$ cat src/rtl/ifetch_if.sv
// Fetch-stage port bundle: ROM address/data, redirect, and the decode handshake.
// The stall_cnt signal exists only when IFETCH_STALL_CNT_EN is defined.
interface ifetch_if;
  logic        fetch_en;
  logic [31:0] rom_addr;
  logic [31:0] rom_data;
  logic        redirect_valid;
  logic [31:0] redirect_pc;
  // Decode handshake: an entry transfers on a rising edge where out_valid && out_ready.
  // out_valid, out_pc and out_instr never depend on out_ready and hold while stalled.
  // A redirect in the same cycle cancels the transfer.
  logic        out_valid;
  logic        out_ready;
  logic [31:0] out_instr;
  logic [31:0] out_pc;
  logic        misalign_err;
`ifdef IFETCH_STALL_CNT_EN
  logic [31:0] stall_cnt;
`endif

  modport master (
    input  fetch_en, rom_data, redirect_valid, redirect_pc, out_ready,
    output rom_addr, out_valid, out_instr, out_pc,
`ifdef IFETCH_STALL_CNT_EN
    output stall_cnt,
`endif
    output misalign_err
  );

  modport slave (
    output fetch_en, rom_data, redirect_valid, redirect_pc, out_ready,
    input  rom_addr, out_valid, out_instr, out_pc,
`ifdef IFETCH_STALL_CNT_EN
    input  stall_cnt,
`endif
    input  misalign_err
  );
endinterface

$ cat src/rtl/ifetch_unit.sv
// Instruction fetch: PC, same-cycle ROM capture, DEPTH-entry prefetch FIFO, redirect flush.
// Optional stall counter output enabled by defining IFETCH_STALL_CNT_EN.
module ifetch_unit #(
  parameter logic [31:0] RESET_PC = 32'h0000_0000,
  parameter int          DEPTH    = 2
) (
  input logic      clk,
  input logic      rst_n,
  ifetch_if.master bus
);
  localparam int AW = (DEPTH > 1) ? $clog2(DEPTH) : 1;
  localparam logic [AW:0] DEPTH_C = DEPTH[AW:0];

  typedef logic [AW-1:0] ptr_t;

  logic [31:0] pc_q;
  ptr_t        rd_ptr, wr_ptr, rd_next;
  logic [AW:0] count, count_next;
  logic [31:0] pc_mem    [DEPTH];
  logic [31:0] instr_mem [DEPTH];
  logic [31:0] head_pc_q, head_instr_q;
  logic        misalign_q;
  logic        pop, push;

  always_comb begin
    pop        = 1'b0;
    push       = 1'b0;
    rd_next    = rd_ptr;
    count_next = count;
    pop  = (count != '0) && bus.out_ready;
    push = bus.fetch_en && !bus.redirect_valid && ((count < DEPTH_C) || pop);
    if (pop) rd_next = rd_ptr + ptr_t'(1);
    case ({push, pop})
      2'b10:   count_next = count + 1'b1;
      2'b01:   count_next = count - 1'b1;
      default: count_next = count;
    endcase
  end

  // Head registers: the slot written this edge becomes the head only when nothing older remains.
  always_ff @(posedge clk or negedge rst_n) begin
    if (!rst_n) begin
      pc_q         <= RESET_PC;
      rd_ptr       <= '0;
      wr_ptr       <= '0;
      count        <= '0;
      head_pc_q    <= '0;
      head_instr_q <= '0;
      misalign_q   <= 1'b0;
    end else if (bus.redirect_valid) begin
      pc_q   <= {bus.redirect_pc[31:2], 2'b00};
      rd_ptr <= '0;
      wr_ptr <= '0;
      count  <= '0;
      if (bus.redirect_pc[1:0] != 2'b00) misalign_q <= 1'b1;
    end else begin
      if (push) begin
        pc_q   <= pc_q + 32'd4;
        wr_ptr <= wr_ptr + ptr_t'(1);
      end
      rd_ptr <= rd_next;
      count  <= count_next;
      if (count_next != '0) begin
        if (push && (wr_ptr == rd_next)) begin
          head_pc_q    <= pc_q;
          head_instr_q <= bus.rom_data;
        end else begin
          head_pc_q    <= pc_mem[rd_next];
          head_instr_q <= instr_mem[rd_next];
        end
      end
    end
  end

  always_ff @(posedge clk) begin
    if (push) begin
      pc_mem[wr_ptr]    <= pc_q;
      instr_mem[wr_ptr] <= bus.rom_data;
    end
  end

`ifdef IFETCH_STALL_CNT_EN
  logic [31:0] stall_q;

  // Counts cycles where fetch wanted to run but the buffer had no room; saturates.
  always_ff @(posedge clk or negedge rst_n) begin
    if (!rst_n) begin
      stall_q <= '0;
    end else if (bus.fetch_en && !bus.redirect_valid && !push && (stall_q != 32'hFFFF_FFFF)) begin
      stall_q <= stall_q + 32'd1;
    end
  end

  assign bus.stall_cnt = stall_q;
`endif

  assign bus.rom_addr     = pc_q;
  assign bus.out_valid    = (count != '0);
  assign bus.out_pc       = head_pc_q;
  assign bus.out_instr    = head_instr_q;
  assign bus.misalign_err = misalign_q;
endmodule

$ cat src/flat_wrapper.sv
// flat-port wrapper written by rule: the top's interface ports become plain ports
module ifetch_unit_flat 
#(
  parameter logic [31:0] RESET_PC = 32'h0000_0000,
  parameter int          DEPTH    = 2
)
  (clk, rst_n, bus_fetch_en, bus_rom_data, bus_redirect_valid, bus_redirect_pc, bus_out_ready, bus_rom_addr, bus_out_valid, bus_out_instr, bus_out_pc, bus_misalign_err);
  ifetch_if bus_i ();
  input logic clk;
  input logic rst_n;
  input wire logic [$bits(bus_i.fetch_en)-1:0] bus_fetch_en;
  input wire logic [$bits(bus_i.rom_data)-1:0] bus_rom_data;
  input wire logic [$bits(bus_i.redirect_valid)-1:0] bus_redirect_valid;
  input wire logic [$bits(bus_i.redirect_pc)-1:0] bus_redirect_pc;
  input wire logic [$bits(bus_i.out_ready)-1:0] bus_out_ready;
  output wire logic [$bits(bus_i.rom_addr)-1:0] bus_rom_addr;
  output wire logic [$bits(bus_i.out_valid)-1:0] bus_out_valid;
  output wire logic [$bits(bus_i.out_instr)-1:0] bus_out_instr;
  output wire logic [$bits(bus_i.out_pc)-1:0] bus_out_pc;
  output wire logic [$bits(bus_i.misalign_err)-1:0] bus_misalign_err;
  assign bus_i.fetch_en = bus_fetch_en;
  assign bus_i.rom_data = bus_rom_data;
  assign bus_i.redirect_valid = bus_redirect_valid;
  assign bus_i.redirect_pc = bus_redirect_pc;
  assign bus_i.out_ready = bus_out_ready;
  assign bus_rom_addr = bus_i.rom_addr;
  assign bus_out_valid = bus_i.out_valid;
  assign bus_out_instr = bus_i.out_instr;
  assign bus_out_pc = bus_i.out_pc;
  assign bus_misalign_err = bus_i.misalign_err;
  ifetch_unit #(.RESET_PC(RESET_PC), .DEPTH(DEPTH)) u_core (.clk(clk), .rst_n(rst_n), .bus(bus_i));
endmodule
$ cat config.mk
export PLATFORM = sky130hd
export DESIGN_NAME = ifetch_unit_flat
export DESIGN_NICKNAME = d
export VERILOG_FILES = /design/src/rtl/ifetch_if.sv /design/src/rtl/ifetch_unit.sv /design/src/flat_wrapper.sv
export SDC_FILE = /design/constraint.sdc
export NUM_CORES = 1
export LEC_CHECK = 0
export BUFFER_PORTS_ARGS = -buffer_cell sky130_fd_sc_hd__buf_4
export CORE_ASPECT_RATIO = 0.5
export CORE_UTILIZATION = 60
export DETAILED_ROUTE_END_ITERATION = 8
export GPL_TIMING_DRIVEN = 0
export PLACE_DENSITY_LB_ADDON = 0.15
export SLEW_MARGIN = 20
export SYNTH_ARGS = -nofsm -noshare
export SYNTH_HDL_FRONTEND = slang
export SYNTH_SLANG_ARGS = --single-unit
$ cat constraint.sdc
create_clock -name clk -period 12.18 [get_ports clk]
set_input_delay 1.218 -clock clk [delete_from_list [all_inputs] [get_ports clk]]
set_output_delay 1.218 -clock clk [all_outputs]
set_load 0.02 [all_outputs]
* Word-level counts from Yosys, hierarchy flattened
Memory sizes are Yosys's and may differ from the RTL's. A register that Yosys moved wholly into a read port is not among the register bits. Cells that the tools add are included.
Storage, ports and cells: input bits 69, flip-flop bits (word level) 37, bits in writable memories 128, logic and storage cells 39, output and inout port bits 98, memories 2
Memory list:
- u_core.instr_mem | depth 2, width 32, rd ports 1, clocked after memory_dff 1, write ports 1, RTL line ifetch_unit.sv:20 | logic [31:0] instr_mem [DEPTH];
- u_core.pc_mem | depth 2, width 32, rd ports 1, clocked after memory_dff 1, write ports 1, RTL line ifetch_unit.sv:19 | logic [31:0] pc_mem [DEPTH];
Cells by class: order comparisons 1, reduce and logical (&&, ||, !) cells 13, equality and inequality tests 2, $add $sub $neg 5, mux-type cells 10, bitwise gates (word level) 1
Operators by type and width (count):
- 32-bit two-way mux | 2
- 32-bit by 3-bit adder with 32-bit output (second input constant) | 1
- 2-bit nonzero test | 4
- 1-bit two-way mux | 6
- 2-bit one-hot mux with 2 select lines | 1
- 2-bit AND reduction | 2
- 1-bit logical AND | 3
- 1-bit logical NOT | 3
- 1-bit adder (second input constant) | 2
- 2-bit by 1-bit adder with 2-bit output (second input constant) | 1
- 2-bit by 1-bit == test with 1-bit output (second input constant) | 1
- 2-bit == test (second input constant) | 1
- 2-bit less-than comparator (second input constant) | 1
- 2-bit two-way mux | 1
- 2-bit by 1-bit subtractor with 2-bit output (second input constant) | 1
- 1-bit logical OR | 1
- 1-bit NOT | 1

* Logic depth before layout (Yosys ltp)
depth in word-level cells 8, mapped depth 12, gate-level depth less buffers 9

* Worst setup path before layout
Ideal clock, no wire load.
path type input to register, from input bus_out_ready, to register u_core.head_instr_q[0], in the netlist u_core.bus.out_instr[0], read port of u_core.instr_mem, arrival time 8.875 ns, library setup time 0.126 ns, cell stages on the path 7, buffers on the path 2, data required time 12.054 ns, slack 3.179 ns, cell sequence nand2b_1 nor4bb_1 mux2_4 buf_6 clkbuf_1 nor3_1 a221o_1
On the way: longest elaborated chain between the ends 7, elaborated cells on any way between the ends 9, those cells by class eq/ne: 2; mux: 2; reduce/logical: 5
RTL lines:
- from (decl) | RTL line flat_wrapper.sv:15 | input wire logic [$bits(bus_i.out_ready)-1:0] bus_out_ready;
- 1-bit logical AND (*) | RTL line ifetch_unit.sv:30 | pop = (count != '0) && bus.out_ready;
- 1-bit logical OR | RTL line ifetch_unit.sv:31 | push = bus.fetch_en && !bus.redirect_valid && ((count < DEPTH_C) || pop);
- 1-bit logical AND | RTL line ifetch_unit.sv:31
- 2-bit by 1-bit == test with 1-bit output / 2-bit == test (equally long branches) | RTL line ifetch_unit.sv:33 | case ({push, pop})
- 2-bit one-hot mux with 2 select lines | RTL line ifetch_unit.sv:33
- 2-bit nonzero test | RTL line ifetch_unit.sv:63 | if (count_next != '0) begin
- 2-bit AND reduction (no source line)
- to (decl) | RTL line ifetch_unit.sv:21 | logic [31:0] head_pc_q, head_instr_q;
Every way passes the cells marked *; elsewhere a longest branch is shown, timed or not. A chain may end at the register's enable or synchronous reset.

* Worst setup path after layout
from input bus_out_ready, to register u_core.head_pc_q[17], in the netlist u_core.bus.out_pc[17], read port of u_core.pc_mem
On the way: longest elaborated chain between the ends 7, elaborated cells on any way between the ends 9, those cells by class eq/ne: 2; mux: 2; reduce/logical: 5
RTL lines (RTL line):
- 1-bit logical AND (*) | ifetch_unit.sv:30
- 1-bit logical OR | ifetch_unit.sv:31
- 1-bit logical AND | ifetch_unit.sv:31
- 2-bit by 1-bit == test with 1-bit output / 2-bit == test (equally long branches) | ifetch_unit.sv:33
- 2-bit one-hot mux with 2 select lines | ifetch_unit.sv:33
- 2-bit nonzero test | ifetch_unit.sv:63
- 2-bit AND reduction (no source line)
- to (decl) | ifetch_unit.sv:21
Marked as above.

==> impl_results.md <==
* Tightest Pin Transition at slightly below 1 ns
* Setup CP Type: in -> reg
* Pin count of the biggest net entering global routing at between 90 and 100
* Diodes inserted at 0
* Worst slack, placed at between 7 and 8 ns
* Post-layout worst setup margin at between 8 and 9 ns
* Rows at 31
* Most frequent cells in the layout: buf_4 (166), edfxtp_1 (124), dfrtp_1 (97), nor3_1 (64), mux2i_1 (63)
* Tcrit/Tclk final at 0.340
* Clk root buf: clkbuf_16
* Placed cell count at between 1000 and 1500
* CTS Hold Bufs at 0
* # IOs at between 150 and 200
* Total Power at roughly 2.3 mW
* Leak pwr at around 4.8 nW
* Crit path cell chain: buf_4, nand2b_1, and2_1, clkbuf_1, nand2b_1, ha_1, nor2b_1, a21oi_1, o21ai_2, clkbuf_1, clkbuf_1, a221o_1
* Worst Setup Start Kind: primary input
* Fin nets at ~900
* CTS clk-pin slew, worst paths at ~0.070 ns
* Post-synth cell types at 38
* Mapped Avg Cell Area at 14.3 um2
* Register area share after synthesis at 0.679
* First-pass GRT wire length at 33200 um
* Pre-Repair DR Iteration Count at 5
* Hold Vio Cnt, Final at 0
* Post-CTS Setup Inserts at 0
* Crit path DAT at roughly 4.6 ns
* Outcome: completed
* CTS Sinks at 221
* Slew Limit Fails at 0
* Pwr dens at 206 nW/um2
* CP max-delay cell: clkbuf_1
* Worst skew pair latency at 0.49 ns
* Final WL at 21500 um
* Total GRT Usage at 0.278
* Fin cells at just over 1000
* CTS Buffer Depth at 3
* Reg-to-Reg End: u_core.bus.out_pc[17]$_DFFE_PN0P_
* Placed wire-length estimate at about 14000 um
* Final ANT Viol Nets at 0
* Placer congestion estimate at between 0.7 and 0.8
* Syn Inst Count at 631
* Fmax at about 240 MHz
* Cells taking the most area after synthesis: edfxtp_1 (41%), dfrtp_1 (27%), mux2i_1 (7.0%), a221o_1 (6.7%), nor3_1 (3.5%)
* Hold Crit Class: reg -> reg
* Clock skew at between 0.008 and 0.009 ns
* Die area at roughly 16000 um2
* Final Critical Period at a little over 4 ns
* Post-CTS Resized at 0
* Worst Setup End Kind: flop
* Min-Delay Endpoint: u_core.bus.misalign_err$_DFFE_PN0P_
* Core Util, Final at 0.772
* Number of global-route vias before repair at ~6100
* Vias/cell at 5.96
* Slew HR at 0.351
* FF-to-FF Start: u_core.count[1]$_DFF_PN0_
* Worst-path maximum fanout at 10
* WL/cell at about 21 um
* Via count at slightly above 6000
* Setup TNS at 0 ns
* Hold path depth at 1
* Setup violations, final at 0
* WP data required at 12.60 ns
* Die Ht at 88.9 um
* Area leader, netlist: edfxtp_1
* Drt initial violations at slightly above 500
* Initial antenna violation count at 0
* DRC violations left at 0
* Grt ovf at 0
* Area share of the largest cell type after synthesis at 0.411
* Worst hold margin at about 0.49 ns
* Setup slack on the worst flop-to-flop path at around 8.4 ns
* Share of cells above drive strength 1 at 0.270
* Post-place instance area at 10700 um2
* Die width at 176 um
* Initial Util at 0.621
* Min-delay src: u_core.bus.misalign_err$_DFFE_PN0P_
* Maxcap violations at 0
* H-tree depth reported by CTS at 1
* Synth Warn # at 0
* Yosys reg bits at ~220
* Critical Path Max Stage Delay at about 0.55 ns
* RSZ-0062 raised after global routing: no
* Design area at ~11000 um2
* Cell area after synthesis at about 9100 um2
* Crit-path most repeated cell: clkbuf_1
* Commonest non-fill, non-tap cell in the layout: buf_4
* Fill cell count at 969
* Worst R2R Path Depth at 11
* Synthesis-to-finish area growth at 24.4%
* Worst VDD drop at 0.0000936 V
* IO buf count at 162
* Core area at roughly 15000 um2
* CTS tree: yes
* Total CTS buffers at 19
sequential cells by signal, summed over array words and instances, names as in the netlist:
signal                   flops
u_core.wr_ptr                1
u_core.bus.rom_addr         30
u_core.pc_mem               60
u_core.bus.out_instr        32
u_core.count                 2
u_core.bus.out_pc           30
u_core.rd_ptr                1
u_core.bus.misalign_err      1
u_core.instr_mem            64
report_power, final:
part | internal [mW] | switching (mW)
clock | 0.342 | 0.264
sequential | 0.928 | 0.0952
combinational | 0.319 | 0.371
per-layer routing:
metal	track usage	part of all wire	vias up
li1	-	-	2821
met1	0.390	0.45	3120
met2	0.473	0.48	212
met3	0.0507	0.065	20
met4	0.0395	0.0080	0
met5	0	0	-
synthesized netlist by cell type:
master and n:
mux2_4 1, nand2_1 38, ha_1 2, clkbuf_1 30, nand4_1 7, or2_2 1
xnor2_1 13, mux2i_1 63, nand2b_1 3, conb_1 1, inv_1 3, and4b_1 1
xor2_1 18, a31oi_1 1, a221o_1 61, xnor2_4 1, nor2_1 2, a21oi_1 2
o21ai_2 1, buf_6 8, a211o_1 1, o21ai_0 10, and2_1 6, o21ai_1 22
or3_1 1, buf_4 4, buf_2 7, nand3_1 14, and3_1 6, nor4_1 8
o21a_4 1, nor2b_4 1, nor3_1 64, edfxtp_1 124, nor2b_1 2, nor4bb_1 1
dfrtp_1 97, and4_1 5
worst max-delay path by stage:
stage / startpoint / endpoint / slack, ns / cells after the start
CTS: bus_out_ready / u_core.bus.out_pc[17]$_DFFE_PN0P_ / 8.11 / 12
global route: bus_out_ready / u_core.bus.out_instr[28]$_DFFE_PN0P_ / 7.84 / 12
floorplan: bus_out_ready / u_core.bus.out_instr[0]$_DFFE_PN0P_ / 3.18 / 7
global placement: bus_out_ready / u_core.bus.out_pc[9]$_DFFE_PN0P_ / -1.37 / 8
detailed placement: bus_out_ready / u_core.bus.out_pc[18]$_DFFE_PN0P_ / 7.63 / 12
finish: bus_out_ready / u_core.bus.out_pc[17]$_DFFE_PN0P_ / 8.04 / 12
cell type report:
class	instances	area, um2	area share
inverters	3	11.3	0.00100
plain buffers	49	268	0.0238
multi-input cells	361	2650	0.236
clock inverters	11	105	0.00933
well taps	198	248	0.0220
flip-flops and latches	221	6150	0.546
clock buffers	23	510	0.0453
repair buffers	170	1320	0.117
cell families (layout without fill, tap and decap cells):
kind of cell	count (synthesis)	in the layout	share of synthesized area
buffers and inverters	52	256	0.0308
other	1	4	0.000414
multiplexers	64	64	0.0713
flip-flops	221	221	0.679
AND/OR/NAND/NOR	160	160	0.0918
adder cells (fa/ha/maj)	2	2	0.00276
AO/OA/AOI/OAI	99	99	0.0905
XOR/XNOR	32	32	0.0330
worst max-delay path: cells and delay by family:
kind            cells  cell delay (ns)
simple gates        4             0.73
fa+ha+maj           1             0.33
compound gates      3             0.81
buf+inv             4             1.47
(Power assumes the default switching activity.)
